--- config.mk ---
export PLATFORM = sky130hd
export DESIGN_NAME = io_intr_ctrl
export DESIGN_NICKNAME = d
export VERILOG_FILES = /design/src/rtl/io_intr_ctrl.sv
export SDC_FILE = /design/constraint.sdc
export NUM_CORES = 1
export LEC_CHECK = 0
export CAP_MARGIN = 30
export CORE_MARGIN = 2
export CORE_UTILIZATION = 39
export DETAILED_ROUTE_END_ITERATION = 7
export HOLD_SLACK_MARGIN = 0.12
export PLACE_DENSITY = 0.84
export SKIP_CTS_REPAIR_TIMING = 1
export SLEW_MARGIN = 5
export SYNTH_ARGS = -nofsm -noshare
export SYNTH_HDL_FRONTEND = slang
export SYNTH_SLANG_ARGS = --single-unit
--- constraint.sdc ---
create_clock -name clk -period 1.7 [get_ports clk]
set_clock_uncertainty 0.05 [all_clocks]
set_input_delay 0.17 -clock clk [delete_from_list [all_inputs] [get_ports clk]]
set_output_delay 0.17 -clock clk [all_outputs]
set_load 0.005 [all_outputs]
--- src/rtl/io_intr_ctrl.sv ---
// io_intr_ctrl: multi-channel prioritised interrupt controller on the CPU I/O bus.
//
// Latches rising edges of irq_src into PENDING, masks them with ENABLE, raises
// intr for the lowest-numbered pending-and-enabled channel, and holds that
// channel in service (VECTOR) until software writes EOI.
//
// Register map (byte offsets from BASE_ADDR):
//   0x00 PENDING  R, write-1-to-clear (a new edge in the same cycle wins)
//   0x04 ENABLE   R/W
//   0x08 VECTOR   R, bit DATA_W-1 = valid, [4:0] = in-service channel
//   0x0C EOI      W (data ignored), reads 0
//   0x10 MODE     R/W, only with IOIC_LEVEL_MODE_EN (1 = level-sensitive channel)
//
// Optional feature macro: IOIC_LEVEL_MODE_EN
//
// Ports:
//   clk      system clock
//   reset    synchronous active-high reset
//   io_cs    I/O chip select
//   io_rd    read strobe (IO_out is combinational)
//   io_wr    write strobe (takes effect on the clk edge)
//   Address  byte address
//   IO_in    write data
//   IO_out   read data, 0 when not reading this block
//   irq_src  interrupt source lines, synchronous to clk
//   int_ack  CPU acknowledge
//   intr     interrupt request to the CPU
module io_intr_ctrl #(
    parameter int                NUM_CH    = 8,
    parameter int                ADDR_W    = 12,
    parameter int                DATA_W    = 32,
    parameter logic [ADDR_W-1:0] BASE_ADDR = 12'hF00
) (
    input  logic              clk,
    input  logic              reset,
    input  logic              io_cs,
    input  logic              io_rd,
    input  logic              io_wr,
    input  logic [ADDR_W-1:0] Address,
    input  logic [DATA_W-1:0] IO_in,
    output logic [DATA_W-1:0] IO_out,
    input  logic [NUM_CH-1:0] irq_src,
    input  logic              int_ack,
    output logic              intr
);

`ifdef IOIC_LEVEL_MODE_EN
    localparam int OFF_W = 3;
`else
    localparam int OFF_W = 2;
`endif
    localparam int DEC_LSB = OFF_W + 2;

    localparam logic [OFF_W-1:0] OFF_PEND = OFF_W'(0);
    localparam logic [OFF_W-1:0] OFF_ENAB = OFF_W'(1);
    localparam logic [OFF_W-1:0] OFF_VECT = OFF_W'(2);
    localparam logic [OFF_W-1:0] OFF_EOI  = OFF_W'(3);
`ifdef IOIC_LEVEL_MODE_EN
    localparam logic [OFF_W-1:0] OFF_MODE = OFF_W'(4);
`endif

    typedef enum logic [1:0] {
        IDLE    = 2'd0,
        REQ     = 2'd1,
        SERVICE = 2'd2
    } state_t;

    state_t            state, state_next;
    logic [NUM_CH-1:0] pending;
    logic [NUM_CH-1:0] enable;
    logic [NUM_CH-1:0] mode;
    logic [NUM_CH-1:0] src_q;
    logic              vec_valid;
    logic [4:0]        vec_ch;

    logic              sel;
    logic [OFF_W-1:0]  off;
    logic              wr_pend, wr_enab, wr_eoi, wr_mode;
    logic [NUM_CH-1:0] req;
    logic [4:0]        winner;
    logic [NUM_CH-1:0] set_vec;
    logic [NUM_CH-1:0] w1c_mask;
    logic [NUM_CH-1:0] ack_mask;
    logic              ack_take;
    logic              eoi_take;

    // Address bits below the word and data bits above NUM_CH carry no meaning here.
    logic unused_bits;
    assign unused_bits = ^{IO_in, Address[1:0]};

    // Lowest set index wins; scanning downwards leaves the smallest index last.
    function automatic logic [4:0] lowest_set(input logic [NUM_CH-1:0] v);
        logic [4:0] idx;
        idx = '0;
        for (int i = NUM_CH - 1; i >= 0; i--) begin
            if (v[i]) idx = 5'(i);
        end
        return idx;
    endfunction

    assign sel = io_cs && (Address[ADDR_W-1:DEC_LSB] == BASE_ADDR[ADDR_W-1:DEC_LSB]);
    assign off = Address[DEC_LSB-1:2];

    assign wr_pend = sel && io_wr && (off == OFF_PEND);
    assign wr_enab = sel && io_wr && (off == OFF_ENAB);
    assign wr_eoi  = sel && io_wr && (off == OFF_EOI);
`ifdef IOIC_LEVEL_MODE_EN
    assign wr_mode = sel && io_wr && (off == OFF_MODE);
`else
    assign wr_mode = 1'b0;
`endif

    assign req    = pending & enable;
    assign winner = lowest_set(req);

    // Level channels re-set every cycle the source is high, which also makes
    // a W1C (or the acknowledge clear) ineffective until the source drops.
    assign set_vec  = (mode & irq_src) | (~mode & irq_src & ~src_q);
    assign w1c_mask = wr_pend ? IO_in[NUM_CH-1:0] : '0;
    assign ack_mask = ack_take ? (NUM_CH'(1) << winner) : '0;

    always_ff @(posedge clk) begin
        if (reset) begin
            state <= IDLE;
        end else begin
            state <= state_next;
        end
    end

    always_comb begin
        state_next = state;
        intr       = 1'b0;
        ack_take   = 1'b0;
        eoi_take   = 1'b0;
        case (state)
            IDLE: begin
                if (req != '0) state_next = REQ;
            end
            REQ: begin
                intr = 1'b1;
                // Winner is taken in the acknowledge cycle, so a higher
                // priority request that arrived meanwhile is the one served.
                if (req == '0) begin
                    state_next = IDLE;
                end else if (int_ack) begin
                    ack_take   = 1'b1;
                    state_next = SERVICE;
                end
            end
            SERVICE: begin
                if (wr_eoi) begin
                    eoi_take   = 1'b1;
                    state_next = IDLE;
                end
            end
            default: state_next = IDLE;
        endcase
    end

    always_ff @(posedge clk) begin
        if (reset) begin
            pending   <= '0;
            enable    <= '0;
            mode      <= '0;
            src_q     <= '0;
            vec_valid <= 1'b0;
            vec_ch    <= '0;
        end else begin
            src_q   <= irq_src;
            pending <= (pending & ~w1c_mask & ~ack_mask) | set_vec;
            if (wr_enab) enable <= IO_in[NUM_CH-1:0];
            if (wr_mode) mode   <= IO_in[NUM_CH-1:0];
            if (ack_take) begin
                vec_valid <= 1'b1;
                vec_ch    <= winner;
            end else if (eoi_take) begin
                vec_valid <= 1'b0;
                vec_ch    <= '0;
            end
        end
    end

    always_comb begin
        IO_out = '0;
        if (sel && io_rd) begin
            case (off)
                OFF_PEND: IO_out[NUM_CH-1:0] = pending;
                OFF_ENAB: IO_out[NUM_CH-1:0] = enable;
                OFF_VECT: begin
                    IO_out[DATA_W-1] = vec_valid;
                    IO_out[4:0]      = vec_ch;
                end
`ifdef IOIC_LEVEL_MODE_EN
                OFF_MODE: IO_out[NUM_CH-1:0] = mode;
`endif
                default:  IO_out = '0;
            endcase
        end
    end

endmodule

==> impl_results.md <==
* Failing checks: setup timing
* CP Buf/Inv Count at 3
* DR vias/cell at 5.01
* Leak at 1.21 nW
* P_int at 1.17 mW
* CP max stage cell: or3_4
* Clk buf depth at 2
* Setup crit start kind: input port
* CP Cell Sequence: clkbuf_2, or3_4, nor4_4, nand2_4, buf_6, nor2_4, clkbuf_2
* Width of the die at 69.2 um
* Hold Fails Final Rpt at 0
* Die Ht at 69.2 um
* Final worst path period share at 1.02
* Max Freq at 579 MHz
* Yosys warning count at 0
* Fill cell count at 357
* Mapped Avg Cell Area at 8.59 um2
* Die Footprint at 4790 um2
* Worst R2R Path Depth at 6
* Comb pwr share at 0.129
* IO buf count at 41
* Congestion Overflow GR at 0
* Hold Startpoint: irq_src[3]
* Maximum VDD drop at 0.545 mV
* Critical path endpoint category: primary output
* Nets at 315
* Most Frequent Cell on Critical Path: clkbuf_2
* CTS HTree Levels at 2
* Core ar. at 4060 um2
* Time the worst path needs with I/O delays and setup at 1730 ps
* Final WL at 4030 um
* Syn Std Cell Area at 1660 um2
* Slew Viols, Final at 0
* Levels on crit path at 7
* Antenna Nets Post-Route at 0
* Drt pass-1 iters at 5
* CP Data Arrival Time at 1510 ps
* Wirelength per Cell at 13.1 um
* Largest net degree at the start of global routing at 31
* Worst path required time at 1480 ps
* Sequential share of power at 0.487
* Post-place instance area at 2130 um2
* Fraction of layout cells with a size suffix above 1 at 0.240
* GRT Total Usage at 0.160
* Area Overhead vs Synth at 45.0%
* Standard-cell rows at 23
* Sw Pwr at 0.378 mW
* Cells after Synth at 193
* Global placement routability congestion at 0.783
* Initial Util at 0.409
* Status: complete, but fails checks
* N_diodes at 0
* CP startpoint: Address[7]
* Design area at 2400 um2
* Hold Path Stages at 2
* Crit Path Category: in2out
* Most frequent cells in the layout: dfxtp_1, conb_1, clkdlybuf4s50_1
* Most common cell after layout, fill and taps aside: dfxtp_1
* CP Max Fanout at 5
* Dpl hpwl at 2800 um
* Switching Share at 0.244
* RSZ-0062 raised after global routing: yes
* Post-synthesis sequential area ratio at 0.362
* Hold WC Path Type: in2reg
* Max Cap Viol at 0
* Synth Register Bits at 30
* Clk slew on worst S/H paths at 60 ps
* Clock Latency Late Sink at 290 ps
* Synth unique cells at 36
* Worst r2r src: pending[2]
* Root Driver: clkbuf_8
* TritonCTS Buffers at 5
* First-pass GRT wire length at 6140 um
* Critical Path Max Stage Delay at 410 ps
* DRC at 0
* Clk sink count at 30
* Final setup fails at 5
* Clock power share at 0.385
* Initial antenna violation count at 0
* IO Count at 91
* Sum Neg Setup Slack at -73.5 ps
* TritonCTS clock tree: done
* Via count at 1542
* Kind of cell adding the most delay to the critical path: simple AND/OR/NAND/NOR gates
* PwrDens at 645 nW/um2
* Final WS setup at -27.3 ps
* Vias in the first global route at 1362
* Initial drt markers at 61
[routing by layer]
layer	part of all wire	routed length (um)	track usage
met1	0.40	1600	0.202
met2	0.49	1970	0.241
met3	0.094	379	0.0581
met4	0.019	78	0.0784
met5	0	0	0
[power groups by stage]
| stage | logic, mW | clock network [mW] | registers [mW] |
|---|---|---|---|
| finish | 0.200 | 0.596 | 0.754 |
| floorplan | 0.123 | 0 | 0.763 |
| global route | 0.219 | 0.641 | 0.758 |
| CTS | 0.192 | 0.613 | 0.753 |
| global placement | 0.187 | 0 | 0.767 |
| detailed placement | 0.191 | 0 | 0.769 |
[final timing paths]
check                           slack (ps)         end
worst max-delay path                   -30   IO_out[3]
worst min-delay path                   400    src_q[3]
worst max register to register         100  pending[4]
worst min register to register         410  pending[2]
[cell usage after synthesis]
cell type / instances / area (um2)
a2111oi_0: 1 / 8.76
a211o_1: 1 / 8.76
a211oi_1: 1 / 7.51
a21bo_2: 1 / 10.0
a21o_1: 7 / 52.6
a21oi_1: 7 / 35.0
a221oi_1: 6 / 52.6
a221oi_2: 1 / 15.0
a22o_1: 1 / 8.76
a22oi_1: 5 / 37.5
a311oi_1: 1 / 8.76
a32oi_1: 2 / 17.5
and2_1: 1 / 6.26
and3_1: 1 / 6.26
and3b_1: 1 / 8.76
buf_2: 1 / 5.00
buf_4: 23 / 173
buf_6: 1 / 11.3
clkbuf_1: 3 / 11.3
conb_1: 1 / 3.75
dfxtp_1: 30 / 601
inv_1: 9 / 33.8
mux2i_1: 16 / 160
nand2_1: 13 / 48.8
nand2b_1: 10 / 62.6
nand3_1: 4 / 20.0
nand3_2: 1 / 10.0
nand4_1: 1 / 6.26
nor2_1: 22 / 82.6
nor2b_1: 11 / 68.8
nor3_1: 4 / 20.0
nor4_4: 1 / 21.3
o21a_1: 1 / 7.51
o21ai_1: 2 / 10.0
or2_2: 1 / 6.26
or3_4: 1 / 11.3
[stage by stage]
step / std cells / total power [mW] / hold slack (ps) / utilization / setup slack [ps]
after floorplan: 215 / 0.887 / 237 / - / 258
after global placement: 290 / 0.953 / 382 / 0.525 / -577
after detailed placement: 290 / 0.959 / 395 / 0.525 / -592
after CTS: 298 / 1.56 / 395 / 0.548 / -615
after global routing: 308 / 1.62 / 403 / 0.592 / -75.7
final: 308 / 1.55 / 404 / 0.592 / -27.3
[state kept, by name, indices dropped and copies added, names as in the netlist]
register	flops
enable	8
pending	8
src_q	8
state	2
vec_ch	3
vec_valid	1
[worst reg2reg max path, cell delays in order (launching register included)]
cell      delay, ps
dfxtp_1         330
buf_4           140
a22oi_1         220
nand2_1         130
o21a_1          240
a221oi_1        320
a21o_1          120
[layout make-up]
type | count | area [um2] | share of cell area
Timing Repair Buffer | 63 | 611 | 0.254
Sequential cell | 30 | 601 | 0.250
Inverter | 9 | 33.8 | 0.0141
Tap cell | 50 | 62.6 | 0.0260
Multi-Input combinational cell | 148 | 1000 | 0.416
Clock buffer | 6 | 82.6 | 0.0344
Clock inverter | 2 | 12.5 | 0.00521
[kinds of logic after synthesis]
| group | after synthesis | share of synthesized area |
|---|---|---|
| buf+inv | 37 | 0.141 |
| compound gates | 37 | 0.169 |
| simple gates | 72 | 0.229 |
| mux | 16 | 0.0966 |
| other cells | 1 | 0.00226 |
| flops | 30 | 0.362 |
No activity file was read; power rests on OpenSTA's default activity.
==> edit 1 (same settings) <==
The option `IOIC_LEVEL_MODE_EN` is turned on by a define.
--- a/src/rtl/io_intr_ctrl.sv
+++ b/src/rtl/io_intr_ctrl.sv
@@ -25,6 +25,8 @@
 //   irq_src  interrupt source lines, synchronous to clk
 //   int_ack  CPU acknowledge
 //   intr     interrupt request to the CPU
+`define IOIC_LEVEL_MODE_EN
+
 module io_intr_ctrl #(
     parameter int                NUM_CH    = 8,
     parameter int                ADDR_W    = 12,
Formal check against the unedited RTL: not equivalent (a bounded check fails within 4 cycles, from zero or initial values and one cycle with reset high).
==> edit 1 against the unedited design <==
First-iteration DRC count grew 140%; sequential share of layout area grew 1.1 points; sequential cell count grew 8; die area grew 24%; synthesized area grew 26%; wire length grew 30%; total power grew 14%; critical path type unchanged; utilization shrank 2.4 points; register-to-register slack lost 20 ps; global-route usage grew 1.3 points; non-clock buffer count grew 7; final area grew 21%; critical endpoint is now IO_out[4]; setup slack gained 86 ps.
==> edit 1: results (changes against the unedited design) <==
Final layout:
- The final instance count without filler cells is 386 (was 308).
- The non-clock inverter instance count of the final layout is 8 (was 9).
- The count of fill cells added during filler insertion is 472 (was 357).
- The count of non-CTS buffers in the layout is 70 (was 63).

Critical path:
- The worst-path maximum fanout is 3 (was 5).
- The endpoint of the lowest-slack register-to-register path was pending[5]$_SDFF_PP0_ (was pending[4]$_SDFF_PP0_).
- The endpoint of the most critical setup path is IO_out[4] (was IO_out[3]).
- The flop-to-flop setup slack is 80 ps (was 100 ps).

Pwr:
- The proportion of power drawn by flip-flops and latches is 53.4% (was 48.7%).
- The worst voltage drop across the vdd grid is 0.321 mV (was 0.545 mV).
- The net switching fraction of the power was 24.3% (was 24.4%).

Global route:
- The number of global-route vias before repair was 1761 (was 1362).
- The maximum number of pins on one net before global-route repair is 39 (was 31).
- The global routing usage summed across all routing layers is 17.3% (was 16.0%).

Logic synthesis:
- The mux cell area share after synthesis came to 11.5% (was 9.66%).
- The synthesized instance count is 248 (was 193).
- The compound-gate portion of the synthesized area is 15.2% (was 16.9%).
- Commonest cells in the synthesized netlist: dfxtp_1 (38), nor2_1 (35), mux2i_1 (24) (was dfxtp_1 (30), buf_4 (23), nor2_1 (22)).

Route:
- The via density per instance came to 5.04 (was 5.01).
- The number of detailed-route iterations in the first pass is 4 (was 5).
- The routed wire length was 5230 um (was 4030 um).

Placement:
- The total instance count after detailed placement is 374 (was 290).
- The half-perimeter wire length after detailed placement is 3720 um (was 2800 um).
- The pre-CTS setup slack came to -521 ps (was -592 ps).

Timing:
- The final hold slack is 394 ps (was 404 ps).

Run status:
- Result of the run: complete, no violations (was finished with violations).
edit 1: changes by cell type in the layout (fill, tap and decap cells not counted), moves of 7 or more:
cell / before / now
mux2i_1: 16 / 24
a21o_1: 7 / 0
dfxtp_1: 30 / 37
nor2_1: 16 / 32
buf_4: 14 / 21
nand2_1: 11 / 19
edit 1: layer usage:
metal / track usage (%) / wire length (um) / vias to the layer above
li1: - / - / 945
met1: 20.8 / 2190 / 905
met2: 29.5 / 2550 / 83
met3: 5.06 / 383 / 12
met4: 5.89 / 102 / 0
met5: 0 / 0 / -
edit 1: cells by family (layout without fill, tap and decap cells):
group / after synthesis / after routing
flip-flops: 38 / 38
other: 1 / 23
AO/OA/AOI/OAI: 46 / 46
buffers and inverters: 39 / 85
multiplexers: 24 / 24
AND/OR/NAND/NOR: 100 / 100
edit 1: worst max-delay path, stage by stage:
cell and delay [ps]:
dlymetal6s2s_1 140, nor4b_4 320, nand4_1 150, a21o_4 220
buf_6 120, buf_6 120, nor2_4 70, clkbuf_2 110
==> edit 2 (config.mk and constraints unchanged) <==
Made on the original files. Encoding of `state_t`: now one-hot (3 bits for 3 states).
--- a/src/rtl/io_intr_ctrl.sv
+++ b/src/rtl/io_intr_ctrl.sv
@@ -59,10 +59,10 @@
     localparam logic [OFF_W-1:0] OFF_MODE = OFF_W'(4);
 `endif
 
-    typedef enum logic [1:0] {
-        IDLE    = 2'd0,
-        REQ     = 2'd1,
-        SERVICE = 2'd2
+    typedef enum logic [2:0] {
+        IDLE    = 3'b001,
+        REQ     = 3'b010,
+        SERVICE = 3'b100
     } state_t;
 
     state_t            state, state_next;
Function: same outputs for any inputs over 4 cycles, from zero or initial values and one cycle with reset high; so few cycles prove little.
==> edit 2 against the unedited design <==
The run still ends with setup timing left; synthesized cell count is 6.2% higher; register-to-register slack worse by 20 ps; via count is 4.6% higher; sequential share of layout area is 0.38 points higher; wire length is 5.9% higher; sequential cell count is 1 higher; final area is 2.0% higher; setup slack worse by 51 ps; clock power is 9.6% lower; total power is 2.5% lower; synthesized area is 2.7% higher; largest cell class unchanged; largest power group unchanged.
==> edit 2: results (changes against the unedited design) <==
Route:
- The number of violations reported at the end of detailed-routing iteration 0 is 89 (was 61).
- The wire length per cell is 13.0 um (was 13.1 um).
- The total vias in the final route was 1613 (was 1542).
- The number of detailed-route iterations in the first pass came to 4 (was 5).

Critical path:
- The endpoint of the most critical setup path is IO_out[3] (unchanged).
- The startpoint of the worst register-to-register path is enable[0]$_SDFFE_PP0P_ (was pending[2]$_SDFF_PP0_).
- The flop-to-flop setup slack is 80 ps (was 100 ps).
- The endpoint of the lowest-slack register-to-register path is pending[5]$_SDFF_PP0_ (was pending[4]$_SDFF_PP0_).
- The worst-path maximum fanout is 4 (was 5).
- The count of cells along the worst register-to-register path is 6 (unchanged).

Global route:
- The number of global-route vias before repair is 1476 (was 1362).
- The maximum number of pins on one net before global-route repair was 14 (was 31).
- The global routing usage summed across all routing layers is 16.4% (was 16.0%).
- The first-pass GRT wire length is 6470 um (was 6140 um).
- The number of antenna violations at the first check in global routing is 0 (unchanged).

Logic synthesis:
- Commonest cells in the synthesized netlist: dfxtp_1 (31), nand2_1 (28), nor2_1 (26) (was dfxtp_1 (30), buf_4 (23), nor2_1 (22)).
- The count of distinct cell types in the synthesized netlist came to 34 (was 36).
- Largest cells by area after synthesis: dfxtp_1 (36%), buf_4 (10%), mux2i_1 (10%) (was dfxtp_1 (36%), buf_4 (10%), mux2i_1 (9.7%)).
- The portion of the post-synthesis area used by sequential elements is 36.4% (was 36.2%).

Timing:
- The sum of negative setup slack is -166 ps (was -73.5 ps).
- The final setup violation count came to 3 (was 5).
- The final worst slack was -78.2 ps (was -27.3 ps).

Pwr:
- The leakage component of the power is 0.00125 uW (was 0.00121 uW).
- The worst voltage drop across the vdd grid was 0.410 mV (was 0.545 mV).
- The internal power component came to 1150 uW (was 1170 uW).

Placement:
- The weighted congestion reported at the end of routability-driven placement is 0.834 (was 0.783).
- The placed instance area was 0.00222 sq mm (was 0.00213 sq mm).
- The half-perimeter wire length after detailed placement was 3060 um (was 2800 um).

Final layout:
- The final layout net count is 332 (was 315).
- The fraction of layout instances using a drive strength above 1 was 25.1% (was 24.0%).
- The count of fill cells added during filler insertion came to 395 (was 357).
- The area of the multi-input gates was 0.00101 sq mm (was 0.00100 sq mm).

Clock network:
- The number of buffers inserted during clock tree synthesis came to 5 (unchanged).

Min path:
- The path type of the worst min-delay path was flip-flop to flip-flop (was input port to flip-flop).

Run status:
- Violations in the final reports: setup timing (unchanged).
- Result of the run: finished with violations (unchanged).
## edit 2: routing by layer
| layer | up-vias | track usage, % | wire [um] |
|---|---|---|---|
| met5 | - | 0 | 0 |
| met4 | 0 | 6.20 | 82 |
| met3 | 10 | 5.63 | 257 |
| met2 | 59 | 28.0 | 2120 |
| met1 | 737 | 18.9 | 1800 |
| li1 | 807 | - | - |
## edit 2: metrics by stage
stage | hold slack, ps | std cells | worst slack (ps) | total power [uW]
6_report | 369 | 327 | -78.2 | 1510
5_1_grt | 400 | 327 | -141 | 1580
4_1_cts | 372 | 320 | -549 | 1510
3_5_place_dp | 359 | 312 | -535 | 978
3_3_place_gp | 351 | 312 | -511 | 972
2_1_floorplan | 227 | 227 | 217 | 902
## edit 2: logic make-up (layout without fill, tap and decap cells)
kind of cell,after synthesis,after routing,synth area share (%)
AOI/OAI and AO/OA,35,35,14.5
buffers and inverters,36,84,13.5
DFF,31,31,36.4
muxes,17,17,9.99
other,1,23,0.220
and+or+nand+nor,85,85,25.3
## edit 2: power by group through the flow
stage          clock [uW]  sequential [uW]  combinational (uW)
6_report              539              782                 191
5_1_grt               587              785                 212
4_1_cts               549              779                 184
3_5_place_dp            0              795                 183
3_3_place_gp            0              792                 179
2_1_floorplan           0              788                 115
## edit 2: final cells by class
type,count,area share (%)
Clock buffer,7,3.11
Timing Repair Buffer,68,26.0
Clock inverter,1,0.204
Sequential cell,31,25.4
Tap cell,52,2.65
Inverter,8,1.23
Multi-Input combinational cell,160,41.4
## edit 2: worst max-delay path, cell delays in order
cell and delay (ps):
clkbuf_2 80, or3_4 400, nor4_4 330, nand2_2 140, buf_6 150, buf_6 110, nor2_4 70, buf_2 110
## edit 2: worst min path at each step
stage	from	endpoint	depth (start not counted)
global placement	src_q[3]$_SDFF_PP0_	pending[3]$_SDFF_PP0_	1
CTS	src_q[7]$_SDFF_PP0_	pending[7]$_SDFF_PP0_	1
detailed placement	src_q[7]$_SDFF_PP0_	pending[7]$_SDFF_PP0_	1
floorplan	irq_src[2]	src_q[2]$_SDFF_PP0_	2
finish	src_q[7]$_SDFF_PP0_	pending[7]$_SDFF_PP0_	1
global route	irq_src[7]	src_q[7]$_SDFF_PP0_	3
